[config.mk]
export PLATFORM = sky130hd
export DESIGN_NAME = block_line_reader_flat
export DESIGN_NICKNAME = d
export VERILOG_FILES = /design/src/rtl/block_geom_pkg.sv /design/src/rtl/block_line_reader_if.sv /design/src/rtl/block_col_tracker.sv /design/src/rtl/block_line_reader.sv /design/src/flat_wrapper.sv
export SDC_FILE = /design/constraint.sdc
export NUM_CORES = 1
export LEC_CHECK = 0
export BUFFER_PORTS_ARGS = -buffer_cell sky130_fd_sc_hd__buf_2
export CAP_MARGIN = 10
export CORE_MARGIN = 5
export CORE_UTILIZATION = 49
export DETAILED_ROUTE_END_ITERATION = 10
export PLACE_DENSITY = 0.78
export RECOVER_POWER = 25
export SETUP_SLACK_MARGIN = 0.2
export SLEW_MARGIN = 20
export SYNTH_ARGS = -nofsm -noshare
export SYNTH_HDL_FRONTEND = slang
export SYNTH_SLANG_ARGS = --single-unit
[constraint.sdc]
create_clock -name clk -period 2.85 [get_ports clk]
set_input_delay 0.855 -clock clk [delete_from_list [all_inputs] [get_ports clk]]
set_output_delay 0.855 -clock clk [all_outputs]
set_load 0.01 [all_outputs]
[src/rtl/block_geom_pkg.sv]
// Block-field geometry shared by the line reader, the block store
// and the collision logic.
package block_geom_pkg;

    localparam int NUM_ROWS   = 16;
    localparam int NUM_COLS   = 13;
    localparam int BLOCK_TOP  = 32;
    localparam int ROW_H_LOG2 = 3;
    localparam int BLOCK_LEFT = 8;
    localparam int COL_W      = 48;

    typedef logic [3:0]            row_t;
    typedef logic [3:0]            col_t;
    typedef logic [5:0]            subx_t;
    typedef logic [9:0]            coord_t;
    typedef logic [ROW_H_LOG2-1:0] ysub_t;
    typedef logic [NUM_COLS-1:0]   line_t;

    typedef enum logic {
        RUN    = 1'b0,
        RESYNC = 1'b1
    } rd_state_e;

    localparam coord_t Y_TOP =
        coord_t'(BLOCK_TOP);
    localparam coord_t Y_END =
        coord_t'(BLOCK_TOP + (NUM_ROWS << ROW_H_LOG2));
    localparam coord_t X_LEFT =
        coord_t'(BLOCK_LEFT);
    localparam row_t  ROW_LAST  = row_t'(NUM_ROWS - 1);
    localparam col_t  COL_END   = col_t'(NUM_COLS);
    localparam subx_t SUBX_LAST = subx_t'(COL_W - 1);

    // Column 0 lives in the MSB of the line word.
    function automatic col_t line_bit(col_t c);
        return col_t'(NUM_COLS - 1) - c;
    endfunction

endpackage

[src/rtl/block_line_reader_if.sv]
// Video-timing inputs, store line word and per-pixel block outputs
// between the video front end and the block line reader.
interface block_line_reader_if;
    import block_geom_pkg::*;

    logic   frame_start;
    logic   line_end;
    logic   pix_valid;
    coord_t x;
    coord_t y;
    line_t  line;
    logic   next_line;
    logic   block_on;
    row_t   block_row;
    col_t   block_col;

    modport master (
        output frame_start,
        output line_end,
        output pix_valid,
        output x,
        output y,
        output line,
        input  next_line,
        input  block_on,
        input  block_row,
        input  block_col
    );

    modport slave (
        input  frame_start,
        input  line_end,
        input  pix_valid,
        input  x,
        input  y,
        input  line,
        output next_line,
        output block_on,
        output block_row,
        output block_col
    );

endinterface

[src/rtl/block_col_tracker.sv]
// Horizontal position inside the block field: pixel offset within
// the current block column and the column index itself.
module block_col_tracker
    import block_geom_pkg::*;
(
    input  logic   clk,
    input  logic   nRst,
    input  logic   i_line_end,
    input  logic   i_pix_valid,
    input  coord_t i_x,
    output col_t   o_col,
    output logic   o_active,
    output logic   o_gap
);

    subx_t r_sub_x;
    col_t  r_col;
    logic  w_x_ok;
    logic  w_col_in;

    assign w_x_ok   = (i_x >= X_LEFT);
    assign w_col_in = (r_col < COL_END);

    assign o_active = i_pix_valid & w_x_ok & w_col_in;
    assign o_gap    = (r_sub_x == SUBX_LAST);
    assign o_col    = r_col;

    // col parks at COL_END once the right edge is passed.
    always_ff @(posedge clk or negedge nRst) begin
        if (!nRst) begin
            r_sub_x <= '0;
            r_col   <= '0;
        end else if (i_line_end) begin
            r_sub_x <= '0;
            r_col   <= '0;
        end else if (o_active) begin
            if (o_gap) begin
                r_sub_x <= '0;
                r_col   <= r_col + col_t'(1);
            end else begin
                r_sub_x <= r_sub_x + subx_t'(1);
            end
        end
    end

endmodule

[src/rtl/block_line_reader.sv]
// Steps the rotating block store once per band, realigns it in
// vblank, and flags pixels that fall on a present block.
module block_line_reader
    import block_geom_pkg::*;
(
    input logic clk,
    input logic nRst,
    block_line_reader_if.slave bus
);

    rd_state_e r_state;
    rd_state_e w_state_nxt;
    row_t      r_row_idx;
    row_t      w_row_nxt;
    logic      r_next_line;
    logic      r_block_on;
    row_t      r_block_row;
    col_t      r_block_col;

    logic      w_in_area;
    ysub_t     w_ysub;
    logic      w_y_last;
    logic      w_band_end;
    logic      w_row_wrap;
    logic      w_step;

    col_t      w_col;
    logic      w_active;
    logic      w_gap;
    logic      w_hit;

    assign w_in_area = (bus.y >= Y_TOP) && (bus.y < Y_END);
    assign w_ysub    = ysub_t'(bus.y - Y_TOP);
    assign w_y_last  = &w_ysub;
    assign w_band_end = bus.line_end & w_in_area & w_y_last;

    assign w_row_wrap = (r_row_idx == ROW_LAST);
    assign w_row_nxt  = w_row_wrap ? '0
                                   : r_row_idx + row_t'(1);

    always_ff @(posedge clk or negedge nRst) begin
        if (!nRst) begin
            r_state <= RUN;
        end else begin
            r_state <= w_state_nxt;
        end
    end

    always_comb begin
        w_state_nxt = r_state;
        unique case (r_state)
            RUN: begin
                if (bus.frame_start && r_row_idx != '0)
                    w_state_nxt = RESYNC;
            end
            RESYNC: begin
                if (w_row_wrap)
                    w_state_nxt = RUN;
            end
        endcase
    end

    // frame_start masks a coincident band end.
    always_comb begin
        w_step = 1'b0;
        unique case (r_state)
            RUN:    w_step = w_band_end & ~bus.frame_start;
            RESYNC: w_step = 1'b1;
        endcase
    end

    always_ff @(posedge clk or negedge nRst) begin
        if (!nRst) begin
            r_next_line <= 1'b0;
            r_row_idx   <= '0;
        end else begin
            r_next_line <= w_step;
            if (w_step)
                r_row_idx <= w_row_nxt;
        end
    end

    block_col_tracker u_col (
        .clk         (clk),
        .nRst        (nRst),
        .i_line_end  (bus.line_end),
        .i_pix_valid (bus.pix_valid),
        .i_x         (bus.x),
        .o_col       (w_col),
        .o_active    (w_active),
        .o_gap       (w_gap)
    );

    // Last pixel column and last scanline of a block form the gap.
    assign w_hit = w_active & w_in_area
                 & bus.line[line_bit(w_col)]
                 & ~w_gap & ~w_y_last;

    always_ff @(posedge clk or negedge nRst) begin
        if (!nRst) begin
            r_block_on  <= 1'b0;
            r_block_row <= '0;
            r_block_col <= '0;
        end else begin
            r_block_on <= w_hit;
            if (w_hit) begin
                r_block_row <= r_row_idx;
                r_block_col <= w_col;
            end
        end
    end

    assign bus.next_line = r_next_line;
    assign bus.block_on  = r_block_on;
    assign bus.block_row = r_block_row;
    assign bus.block_col = r_block_col;

endmodule
[src/flat_wrapper.sv]
// flat-port wrapper written by rule: the top's interface ports become plain ports
module block_line_reader_flat import block_geom_pkg::*;
  (clk, nRst, bus_frame_start, bus_line_end, bus_pix_valid, bus_x, bus_y, bus_line, bus_next_line, bus_block_on, bus_block_row, bus_block_col);
  block_line_reader_if bus_i ();
  input logic clk;
  input logic nRst;
  input wire logic [$bits(bus_i.frame_start)-1:0] bus_frame_start;
  input wire logic [$bits(bus_i.line_end)-1:0] bus_line_end;
  input wire logic [$bits(bus_i.pix_valid)-1:0] bus_pix_valid;
  input wire logic [$bits(bus_i.x)-1:0] bus_x;
  input wire logic [$bits(bus_i.y)-1:0] bus_y;
  input wire logic [$bits(bus_i.line)-1:0] bus_line;
  output wire logic [$bits(bus_i.next_line)-1:0] bus_next_line;
  output wire logic [$bits(bus_i.block_on)-1:0] bus_block_on;
  output wire logic [$bits(bus_i.block_row)-1:0] bus_block_row;
  output wire logic [$bits(bus_i.block_col)-1:0] bus_block_col;
  assign bus_i.frame_start = bus_frame_start;
  assign bus_i.line_end = bus_line_end;
  assign bus_i.pix_valid = bus_pix_valid;
  assign bus_i.x = bus_x;
  assign bus_i.y = bus_y;
  assign bus_i.line = bus_line;
  assign bus_next_line = bus_i.next_line;
  assign bus_block_on = bus_i.block_on;
  assign bus_block_row = bus_i.block_row;
  assign bus_block_col = bus_i.block_col;
  block_line_reader u_core (.clk(clk), .nRst(nRst), .bus(bus_i));
endmodule
==> results of run 1 <==
==> registers in the layout, indices dropped and copies added (netlist names) <==
register	cells
u_core.bus.block_row	4
u_core.bus.block_on	1
u_core.u_col.r_sub_x	6
u_core.r_state	1
u_core.bus.next_line	1
u_core.r_row_idx	4
u_core.u_col.o_col	4
u_core.bus.block_col	4
==> area by class of cell <==
cell class,instances,share of cell area
Multi-Input combinational cell,86,0.4063
Sequential cell,25,0.3826
Timing Repair Buffer,47,0.1507
Tap cell,31,0.02372
Inverter,8,0.01836
Clock buffer,3,0.01377
Clock inverter,1,0.004591
==> power groups by stage <==
| stage | Combinational, mW | Clock, mW | Sequential, mW |
|---|---|---|---|
| floorplan | 0.148 | 0 | 0.497 |
| global placement | 0.247 | 0 | 0.487 |
| detailed placement | 0.263 | 0 | 0.493 |
| CTS | 0.263 | 0.168 | 0.485 |
| global route | 0.302 | 0.184 | 0.496 |
| finish | 0.260 | 0.162 | 0.485 |
==> kinds of logic after synthesis <==
logic type,Yosys count,synth area share
multiplexers,15,0.1489
AO/OA/AOI/OAI,15,0.08146
adder cells (fa/ha/maj),5,0.04682
buffers and inverters,12,0.03464
XOR/XNOR,7,0.04588
flip-flops,25,0.4682
AND/OR/NAND/NOR,44,0.1742
==> metal layers <==
| metal | global-route usage | share of wire | wire length (um) | vias to the layer above |
|---|---|---|---|---|
| met5 | 0 | 0 | 0 | - |
| met1 | 0.1872 | 0.40 | 1127 | 521 |
| li1 | - | - | - | 526 |
| met4 | 0.03523 | 0.0092 | 26 | 0 |
| met3 | 0.04865 | 0.056 | 157 | 4 |
| met2 | 0.2772 | 0.53 | 1506 | 33 |
==> final timing paths <==
kind | end | cells past startpoint | slack, ns | startpoint
worst max-delay path | u_core.bus.block_col[3] | 6 | 0.55 | u_core.u_col.o_col[1]
worst min-delay path | u_core.r_state | 1 | 0.50 | u_core.r_state
min in group asynchronous | u_core.u_col.r_sub_x[5] | 1 | 0.79 | nRst
worst min register to register | u_core.r_state | 1 | 0.50 | u_core.r_state
max in group asynchronous | u_core.bus.block_col[1] | 1 | 1.30 | nRst
worst max register to register | u_core.bus.block_col[3] | 6 | 0.55 | u_core.u_col.o_col[1]
==> layout by cell type, fill, tap and decap left out, drive strengths merged, types with 2 or more instances in the layout <==
| cell | n |
|---|---|
| nand3b | 2 |
| nand2 | 5 |
| nor2 | 12 |
| nor3 | 5 |
| xor2 | 3 |
| nand3 | 6 |
| or3 | 2 |
| xnor2 | 4 |
| buf | 46 |
| inv | 8 |
| nor4b | 2 |
| nor3b | 2 |
| mux2i | 3 |
| and3 | 3 |
| a21oi | 3 |
| nor2b | 2 |
| o211ai | 2 |
| clkbuf | 4 |
| dfrtp | 25 |
| ha | 5 |
| o21ai | 6 |
| mux2 | 9 |
| mux4 | 3 |
==> stage by stage <==
stage	util	power, mW	worst slack (ns)	hold slack, ns	cell area [sq um]
finish	0.6088	0.9065	0.5464	0.5040	1635
global route	0.6088	0.9822	0.4230	0.5417	1635
CTS	0.6092	0.9167	0.5288	0.5039	1637
detailed placement	0.5980	0.7551	0.2382	0.4871	1607
global placement	0.5980	0.7345	0.2623	0.4767	1607
floorplan	-	0.6448	0.4553	0.4576	1336
==> flow_metrics.env, run 1 <==
export IMPL_status="finished clean"
export IMPL_p_sw_frac=0.3271
export IMPL_clockRootBuffer="clkbuf_4"
export IMPL_worstPathMaxFanout=9
export IMPL_ir_worst_vdd_mv=0.5742
export IMPL_slew_headroom=0.1254
export IMPL_start_util=0.4974
export IMPL_layout_min_cycle_time_ns=2.304
export IMPL_die_area_sq_um=3871
export IMPL_layout_cells_non_filler=201
export IMPL_grt_use_total=0.1579
export IMPL_critical_path_top_delay_family="multiplexers"
export IMPL_yosysMostFrequentCell="dfrtp_1"
export IMPL_synth_common_cells="25 x dfrtp_1, 12 x nor2_1, 9 x mux2_2"
export IMPL_synth_seq_cells=25
export IMPL_cts_tree="done"
export IMPL_drive_gt1_frac=0.3765
export IMPL_ys_warn_count=0
export IMPL_skew_ns=0.003585
export IMPL_p_switching_uw=296.5
export IMPL_postCtsHoldBufs=0
export IMPL_nets=214
export IMPL_synthFlopType="dfrtp_1"
export IMPL_hold_class="register to register"
export IMPL_synthesis_nets=166
export IMPL_rows=19
export IMPL_postCtsSetupBuffers=0
export IMPL_critPathCaptureType="register"
export IMPL_synthArstFlopShare=1.000
export IMPL_grt_remaining_overflow=0
export IMPL_final_antenna_net_count=0
export IMPL_yosysUniqueCellTypes=31
export IMPL_cts_resized=0
export IMPL_grt_max_degree=26
export IMPL_first_iter_violations=22
export IMPL_power_frac_comb=0.287
export IMPL_cts_buffers_inserted=3
export IMPL_power_density_nw_per_um2=554.3
export IMPL_cap_violations=0
export IMPL_synth_top_area_share=0.4682
export IMPL_critical_path_buf_inv_count=1
export IMPL_required_ns=3.07
export IMPL_synth_cells=123
export IMPL_netlist_area_sq_um=1336
export IMPL_grt_pass1_vias=1147
export IMPL_ctsHtreeMaxLevel=1
export IMPL_numClockSinks=25
export IMPL_wl_per_cell_um=14.01
export IMPL_regArea_sq_um=625.6
export IMPL_cts_path_max_buffers=2
export IMPL_area_delta_synth_final_pct=22.38
export IMPL_cp_cell_sequence="inv_1 -> ha_1 -> mux4_2 -> mux2_2 -> o211ai_4 -> mux2_2"
export IMPL_critical_path_slowest_cell="dfrtp_1"
export IMPL_critical_path_arrival_ns=2.52
export IMPL_crit_top_cell="mux2_2"
export IMPL_grt_first_pass_wirelength_mm=5.161
export IMPL_critical_path_class="register to register"
export IMPL_insertion_delay_ns=0.32
export IMPL_routed_wl_mm=2.817
export IMPL_start_kind="register"
export IMPL_dp_cells=197
export IMPL_yosysTopAreaCell="dfrtp_1"
export IMPL_worst_pin_slew_ns=1.312
export IMPL_gp_congestion=0.7815
export IMPL_grt_setup_unrepaired="no"
export IMPL_chipWidth_um=62.22
export IMPL_fmax_ghz=0.4341
export IMPL_core_area_sq_um=2686
export IMPL_synth_seq_area_share=0.4682
export IMPL_max_stage_delay_ns=0.44
export IMPL_maxSlewViolCount=0
export IMPL_viasPerCell=5.393
export IMPL_hpwl_mm=2.294
export IMPL_antenna_found_initial=0
export IMPL_intPower_uw=610.0
export IMPL_p_seq_frac=0.535
export IMPL_hold_viol=0
export IMPL_via_count=1084
export IMPL_fin_tns_setup_ns=0
export IMPL_multi_input_area_sq_um=664.4
export IMPL_drt_pass1_iterations=4
export IMPL_pwr_share_clk=0.178
export IMPL_setup_viol=0
export IMPL_route_detailed_drc=0
export IMPL_fillCellCount=233
export IMPL_finalCritPeriodShare=0.8083
export IMPL_synth_area_leaders="dfrtp_1 47%, mux2_2 7.6%, mux4_2 5.1%"
export IMPL_clkTransAtPathRegs_ns=0.14
export IMPL_avgSynthCellArea_sq_um=10.86
export IMPL_synth_edf_count=0
export IMPL_pin_count=48
export IMPL_leakagePower_nw=0.7991
export IMPL_dieHeight_um=62.22
export IMPL_numPortBuffers=42
export IMPL_antenna_cells=0
(Power assumes the default switching activity.)
==> inputs of run 2 (changes only) <==
clock period = 2.25 ns   (was 2.85 ns; I/O delays follow)
==> run 2 against run 1 <==
Global-route usage rose by 2.2 points. Register-to-register slack worse by 0.43 ns. Clock skew down 0.0013 ns. Critical endpoint is now u_core.bus.block_row[0]. Sequential share of layout area shrank 3.4 points. Cell count rose by 5.0%. Worst setup slack worse by 0.43 ns. Hold slack worse by 0.00066 ns. Non-clock buffer count rose by 9. First-iteration DRC count increased by 110%.
==> flow_metrics.env, run 2 (synthesis gave the netlist of run 1 again) <==
export IMPL_nets=224
export IMPL_power_frac_comb=0.314
export IMPL_layout_cells_most_common_list="41 x buf_2, 25 x dfrtp_1, 12 x nor2_1"
export IMPL_status="finished clean"
export IMPL_area_delta_synth_final_pct=34.46
export IMPL_layout_min_cycle_time_ns=2.136
export IMPL_viasPerCell=5.412
export IMPL_grt_use_total=0.1803
export IMPL_grt_use_met1=0.1940
export IMPL_cap_violations=0
export IMPL_final_common_cell="buf_2"
export IMPL_die_area_sq_um=3871
export IMPL_antenna_cells=0
export IMPL_pin_count=48
export IMPL_pwr_share_clk=0.165
export IMPL_start_kind="register"
export IMPL_hold_path_depth=1
export IMPL_worst_pin_slew_ns=1.293
export IMPL_fillCellCount=214
export IMPL_worstReg2RegEnd="u_core.bus.block_row[0]"
export IMPL_drt_pass1_iterations=4
export IMPL_worstPathMaxFanout=5
export IMPL_slew_headroom=0.1380
export IMPL_grt_setup_unrepaired="yes"
export IMPL_grt_first_pass_wirelength_mm=5.802
export IMPL_holdPathEnd="u_core.r_state"
export IMPL_gp_congestion=0.7762
export IMPL_p_sw_frac=0.3245
export IMPL_hold_start="u_core.r_state"
export IMPL_reg2reg_slack_ns=0.11
export IMPL_start_util=0.4974
export IMPL_grt_pass1_vias=1300
export IMPL_regMostFlops="u_core.u_col.r_sub_x"
export IMPL_drive_gt1_frac=0.4389
export IMPL_route_detailed_drc=0
export IMPL_grt_busiest_layer="met2"
export IMPL_numPortBuffers=42
export IMPL_power_density_nw_per_um2=663.8
export IMPL_post_route_util=0.6688
export IMPL_p_seq_frac=0.522
export IMPL_dieHeight_um=62.22
export IMPL_insertion_delay_ns=0.31
export IMPL_clkTransAtPathRegs_ns=0.13
export IMPL_fin_tns_setup_ns=0
export IMPL_critPathCaptureType="register"
export IMPL_grt_remaining_overflow=0
export IMPL_finalCritPeriodShare=0.9495
export IMPL_critical_path_class="register to register"
export IMPL_fmax_ghz=0.4681
export IMPL_core_area_sq_um=2686
export IMPL_rows=19
export IMPL_grt_max_degree=26
export IMPL_r2r_start="u_core.u_col.o_col[0]"
export IMPL_routed_wl_mm=3.336
export IMPL_cts_path_max_buffers=2
export IMPL_via_count=1142
export IMPL_ctsHtreeMaxLevel=1
export IMPL_postCtsHoldBufs=0
export IMPL_grtUsageMet2=0.3523
export IMPL_numClockSinks=25
export IMPL_holdWs_ns=0.5034
export IMPL_leakagePower_nw=0.8986
export IMPL_hpwl_mm=2.363
export IMPL_antenna_found_initial=0
export IMPL_grt_use_met3=0.02703
export IMPL_skew_ns=0.002242
export IMPL_largest_register_ffs=6
export IMPL_r2r_cells=5
export IMPL_cts_buffers_inserted=3
export IMPL_wl_per_cell_um=15.81
export IMPL_intPower_uw=805.5
export IMPL_critical_path_arrival_ns=2.35
export IMPL_maxSlewViolCount=0
export IMPL_cts_tree="done"
export IMPL_p_total_mw=1.193
export IMPL_ir_worst_vdd_mv=0.6725
export IMPL_dp_cells=201
export IMPL_hold_viol=0
export IMPL_setup_viol=0
export IMPL_required_ns=2.46
export IMPL_first_iter_violations=47
export IMPL_clockRootBuffer="clkbuf_4"
export IMPL_layout_cells_non_filler=211
export IMPL_final_antenna_net_count=0
export IMPL_hold_class="register to register"
export IMPL_p_switching_uw=387.1
export IMPL_chipWidth_um=62.22
-- run 2: cell count changes in the layout (fill, tap and decap cells not counted), sizes merged --
cell,change
buf,+9
clkbuf,+1
clkinvlp,-1
o211ai,+1
-- run 2: cell type report --
class	instances	area (sq um)	share of cell area
inverter	8	30.03	0.01671
timing repair buffer	56	329.1	0.1831
tap	31	38.79	0.02159
sequential	25	625.6	0.3482
multi-input combinational	87	747.0	0.4157
clock buffer	4	26.28	0.01462
-- run 2: metal layers --
metal  part of all wire  wire length [um]
met3              0.034               112
met4              0.024                79
met1               0.37              1236
met5                  0                 0
met2               0.57              1907
-- run 2: timing repair --
item | CTS | global route
gates cloned | 1 | 0
setup endpoints to repair | 8 | 9
pin swaps | 2 | 1
buffers inserted | 4 | 1
resized for setup | 12 | 6
-- run 2: how the worst max path moves through the flow --
stage,from,endpoint,slack [ns],depth (start not counted)
after CTS,u_core.u_col.o_col[0],u_core.bus.block_col[1],0.14,5
final,u_core.u_col.o_col[0],u_core.bus.block_row[0],0.11,5
after floorplan,bus_x[6],u_core.bus.block_col[0],0.05,5
after global placement,bus_x[6],u_core.bus.block_col[1],-0.17,7
after global routing,u_core.u_col.o_col[0],u_core.bus.block_col[3],0.06,5
after detailed placement,bus_x[6],u_core.bus.block_col[1],-0.20,7
-- run 2: power by group through the flow --
stage	clock network [mW]	logic, mW	registers (mW)
6_report	0.196	0.374	0.622
5_1_grt	0.221	0.424	0.639
4_1_cts	0.207	0.368	0.618
3_5_place_dp	0	0.339	0.624
3_3_place_gp	0	0.321	0.619
2_1_floorplan	0	0.188	0.629
-- run 2: critical path, stage by stage (launching register included) --
cell and delay (ns):
dfrtp_1 0.43, buf_6 0.14, mux4_2 0.51, mux2_4 0.31, o211ai_4 0.30, mux2_4 0.34
-- run 2: per-stage QoR --
stage               instance area, sq um  worst slack (ns)
floorplan                           1351           0.05053
global placement                    1649           -0.1735
detailed placement                  1649           -0.1991
CTS                                 1768            0.1404
global route                        1797           0.06440
finish                              1797            0.1137
==> inputs of run 3 (changes only) <==
PLACE_DENSITY = 0.77   (was 0.78)
SYNTH_HIERARCHICAL = 1   (was unset)
==> run 3 against run 2 <==
Flip-flop and latch count unchanged. Clock-buffer cell count fell by 1. Area after synthesis up 5.2%. Global-route usage down 1.2 points. Via count grew 9.7%. Core utilization is 0.31 points higher. Maximum frequency up 0.37%. Critical path depth up 4. Clock power increased by 8%. Hold slack better by 0.0092 ns. Largest cell class unchanged. Largest power group unchanged.
==> flow_metrics.env, run 3 <==
export IMPL_numClockSinks=25
export IMPL_pin_count=48
export IMPL_slew_headroom=0.1293
export IMPL_synth_seq_cells=25
export IMPL_antenna_found_initial=0
export IMPL_synth_seq_area_share=0.4448
export IMPL_via_count=1253
export IMPL_r2r_start="u_core/u_col/o_col[0]"
export IMPL_grt_max_degree=26
export IMPL_p_switching_uw=386.3
export IMPL_synth_area_leaders="dfrtp_1 44%, mux2_2 7.2%, mux4_1 5.6%"
export IMPL_synthArstFlopShare=1.000
export IMPL_core_area_sq_um=2758
export IMPL_critical_path_arrival_ns=2.36
export IMPL_cts_buffers_inserted=3
export IMPL_yosysTopAreaCell="dfrtp_1"
export IMPL_cts_tree="done"
export IMPL_r2r_cells=9
export IMPL_start_kind="register"
export IMPL_first_iter_violations=69
export IMPL_synth_common_cells="25 x dfrtp_1, 12 x inv_1, 11 x nand3_1"
export IMPL_dieHeight_um=63.58
export IMPL_clockRootBuffer="clkbuf_4"
export IMPL_die_area_sq_um=4042
export IMPL_hold_start="u_core/r_state"
export IMPL_grt_use_total=0.1681
export IMPL_synth_edf_count=0
export IMPL_cap_violations=0
export IMPL_cp_endpoint="u_core/bus.block_row[2]"
export IMPL_gp_congestion=0.7706
export IMPL_skew_ns=0.006077
export IMPL_fmax_ghz=0.4699
export IMPL_drive_gt1_frac=0.4346
export IMPL_viasPerCell=5.644
export IMPL_regArea_sq_um=625.6
export IMPL_crit_path_start="u_core/u_col/o_col[0]"
export IMPL_finalCritPeriodShare=0.9459
export IMPL_p_seq_frac=0.524
export IMPL_layout_min_cycle_time_ns=2.128
export IMPL_insertion_delay_ns=0.32
export IMPL_synthesis_nets=177
export IMPL_wl_per_cell_um=15.95
export IMPL_numPortBuffers=42
export IMPL_hold_class="register to register"
export IMPL_worst_pin_slew_ns=1.306
export IMPL_route_detailed_drc=0
export IMPL_netlist_area_sq_um=1406
export IMPL_worstPathMaxFanout=6
export IMPL_fillCellCount=207
export IMPL_largest_register_ffs=6
export IMPL_status="finished clean"
export IMPL_cts_path_max_buffers=2
export IMPL_worstReg2RegEnd="u_core/bus.block_row[2]"
export IMPL_start_util=0.5100
export IMPL_p_sw_frac=0.3312
export IMPL_layout_cells_most_common_list="41 x buf_2, 25 x dfrtp_1, 11 x buf_4"
export IMPL_antenna_cells=0
export IMPL_layout_cells_non_filler=222
export IMPL_ir_worst_vdd_mv=0.6402
export IMPL_power_frac_comb=0.295
export IMPL_holdWs_ns=0.5125
export IMPL_synth_cells=133
export IMPL_final_antenna_net_count=0
export IMPL_hpwl_mm=2.388
export IMPL_nets=236
export IMPL_intPower_uw=780.1
export IMPL_rows=19
export IMPL_required_ns=2.48
export IMPL_dp_cells=210
export IMPL_ctsHtreeMaxLevel=1
export IMPL_avgSynthCellArea_sq_um=10.57
export IMPL_drt_pass1_iterations=4
export IMPL_grt_pass1_vias=1210
export IMPL_final_common_cell="buf_2"
export IMPL_area_delta_synth_final_pct=31.76
export IMPL_synth_top_area_share=0.4448
export IMPL_reg2reg_slack_ns=0.12
export IMPL_power_density_nw_per_um2=629.5
export IMPL_routed_wl_mm=3.540
export IMPL_ys_warn_count=6
export IMPL_grt_setup_unrepaired="yes"
export IMPL_setup_viol=0
export IMPL_regMostFlops="u_core/u_col/r_sub_x"
export IMPL_critPathCaptureType="register"
export IMPL_hold_viol=0
export IMPL_pwr_share_clk=0.181
export IMPL_clkTransAtPathRegs_ns=0.15
export IMPL_grt_remaining_overflow=0
export IMPL_yosysUniqueCellTypes=31
export IMPL_synthFlopType="dfrtp_1"
export IMPL_critical_path_class="register to register"
export IMPL_yosysMostFrequentCell="dfrtp_1"
export IMPL_leakagePower_nw=0.9079
export IMPL_grt_first_pass_wirelength_mm=5.444
export IMPL_multi_input_area_sq_um=774.5
export IMPL_maxSlewViolCount=0
export IMPL_chipWidth_um=63.58
-- run 3: cell types whose count changed in the layout (fill, tap and decap cells not counted), moves of 2 or more --
cell | previous run | this run
or4_1 | 1 | 5
nor2_1 | 12 | 4
o21ai_0 | 6 | 10
a21oi_1 | 3 | 9
mux2i_1 | 3 | 1
o21ai_1 | 0 | 4
nand3_1 | 5 | 10
and3_1 | 3 | 1
inv_1 | 6 | 9
xnor2_1 | 4 | 1
nand2b_1 | 1 | 3
nor3_1 | 5 | 1
nand2_1 | 5 | 8
-- run 3: worst min path at each step --
stage	slack, ns	cells after the start	endpoint
2_1_floorplan	0.38	0	u_core/bus.block_col[0]
3_3_place_gp	0.48	1	u_core/r_state
5_1_grt	0.53	1	u_core/r_state
6_report	0.51	1	u_core/r_state
4_1_cts	0.33	1	u_core/bus.block_col[2]
3_5_place_dp	0.49	1	u_core/bus.block_col[0]
-- run 3: routing by layer --
layer / GRT usage / vias up / part of all wire / routed length, um
met2: 0.3135 / 45 / 0.56 / 1993
met5: 0 / - / 0 / 0
li1: - / 595 / - / -
met4: 0.03896 / 0 / 0.014 / 48
met1: 0.1838 / 609 / 0.36 / 1259
met3: 0.04973 / 4 / 0.067 / 238
-- run 3: kinds of logic after synthesis --
kind of cell               after synthesis  share of synthesized area
buffers and inverters                   15                    0.04804
AOI/OAI and AO/OA                       28                     0.1263
adders and majority gates                6                    0.05338
and+or+nand+nor                         43                     0.1735
muxes                                   13                     0.1352
xor gates and xnor gates                 3                    0.01869
DFF                                     25                     0.4448
-- run 3: through the flow --
step                      utilization  area [sq um]  total power, mW  worst slack (ns)  TNS, ns
after floorplan                     -          1436           0.8246          -0.08375  -0.6699
final                          0.6720          1853            1.166            0.1217        0
after global placement         0.6221          1715           0.9350           -0.1545   -1.231
after CTS                      0.6565          1810            1.167            0.1642        0
after detailed placement       0.6221          1715           0.9549           -0.1959   -1.517
after global routing           0.6720          1853            1.249           0.05369        0
-- run 3: worst max-delay path: stages (launching register included) --
cell      delay, ns
dfrtp_1        0.44
buf_6          0.14
buf_6          0.12
buf_4          0.12
o21ai_0        0.25
xor2_1         0.14
buf_4          0.16
o211ai_4       0.20
buf_6          0.16
mux2_4         0.29
-- run 3: area by class of cell --
class                      instances  area share
tap                               31     0.02093
timing repair buffer              57      0.1816
sequential                        25      0.3376
inverter                          12     0.02566
clock buffer                       3     0.01215
multi-input combinational         93      0.4180
clock inverter                     1    0.004051
-- run 3: power by group through the flow --
stage / logic, mW / clock network [mW] / registers (mW)
final: 0.344 / 0.211 / 0.612
after global routing: 0.384 / 0.242 / 0.623
after global placement: 0.325 / 0 / 0.610
after detailed placement: 0.337 / 0 / 0.618
after floorplan: 0.198 / 0 / 0.627
after CTS: 0.341 / 0.218 / 0.608
-- run 3: what timing repair did --
item                                    in CTS  in global routing
resized for setup                            9                  7
hold endpoints to repair                     0                  0
buffers inserted                             6                  2
pin swaps                                    5                  3
hold buffers                                 0                  0
endpoints found under the setup margin       9                 11
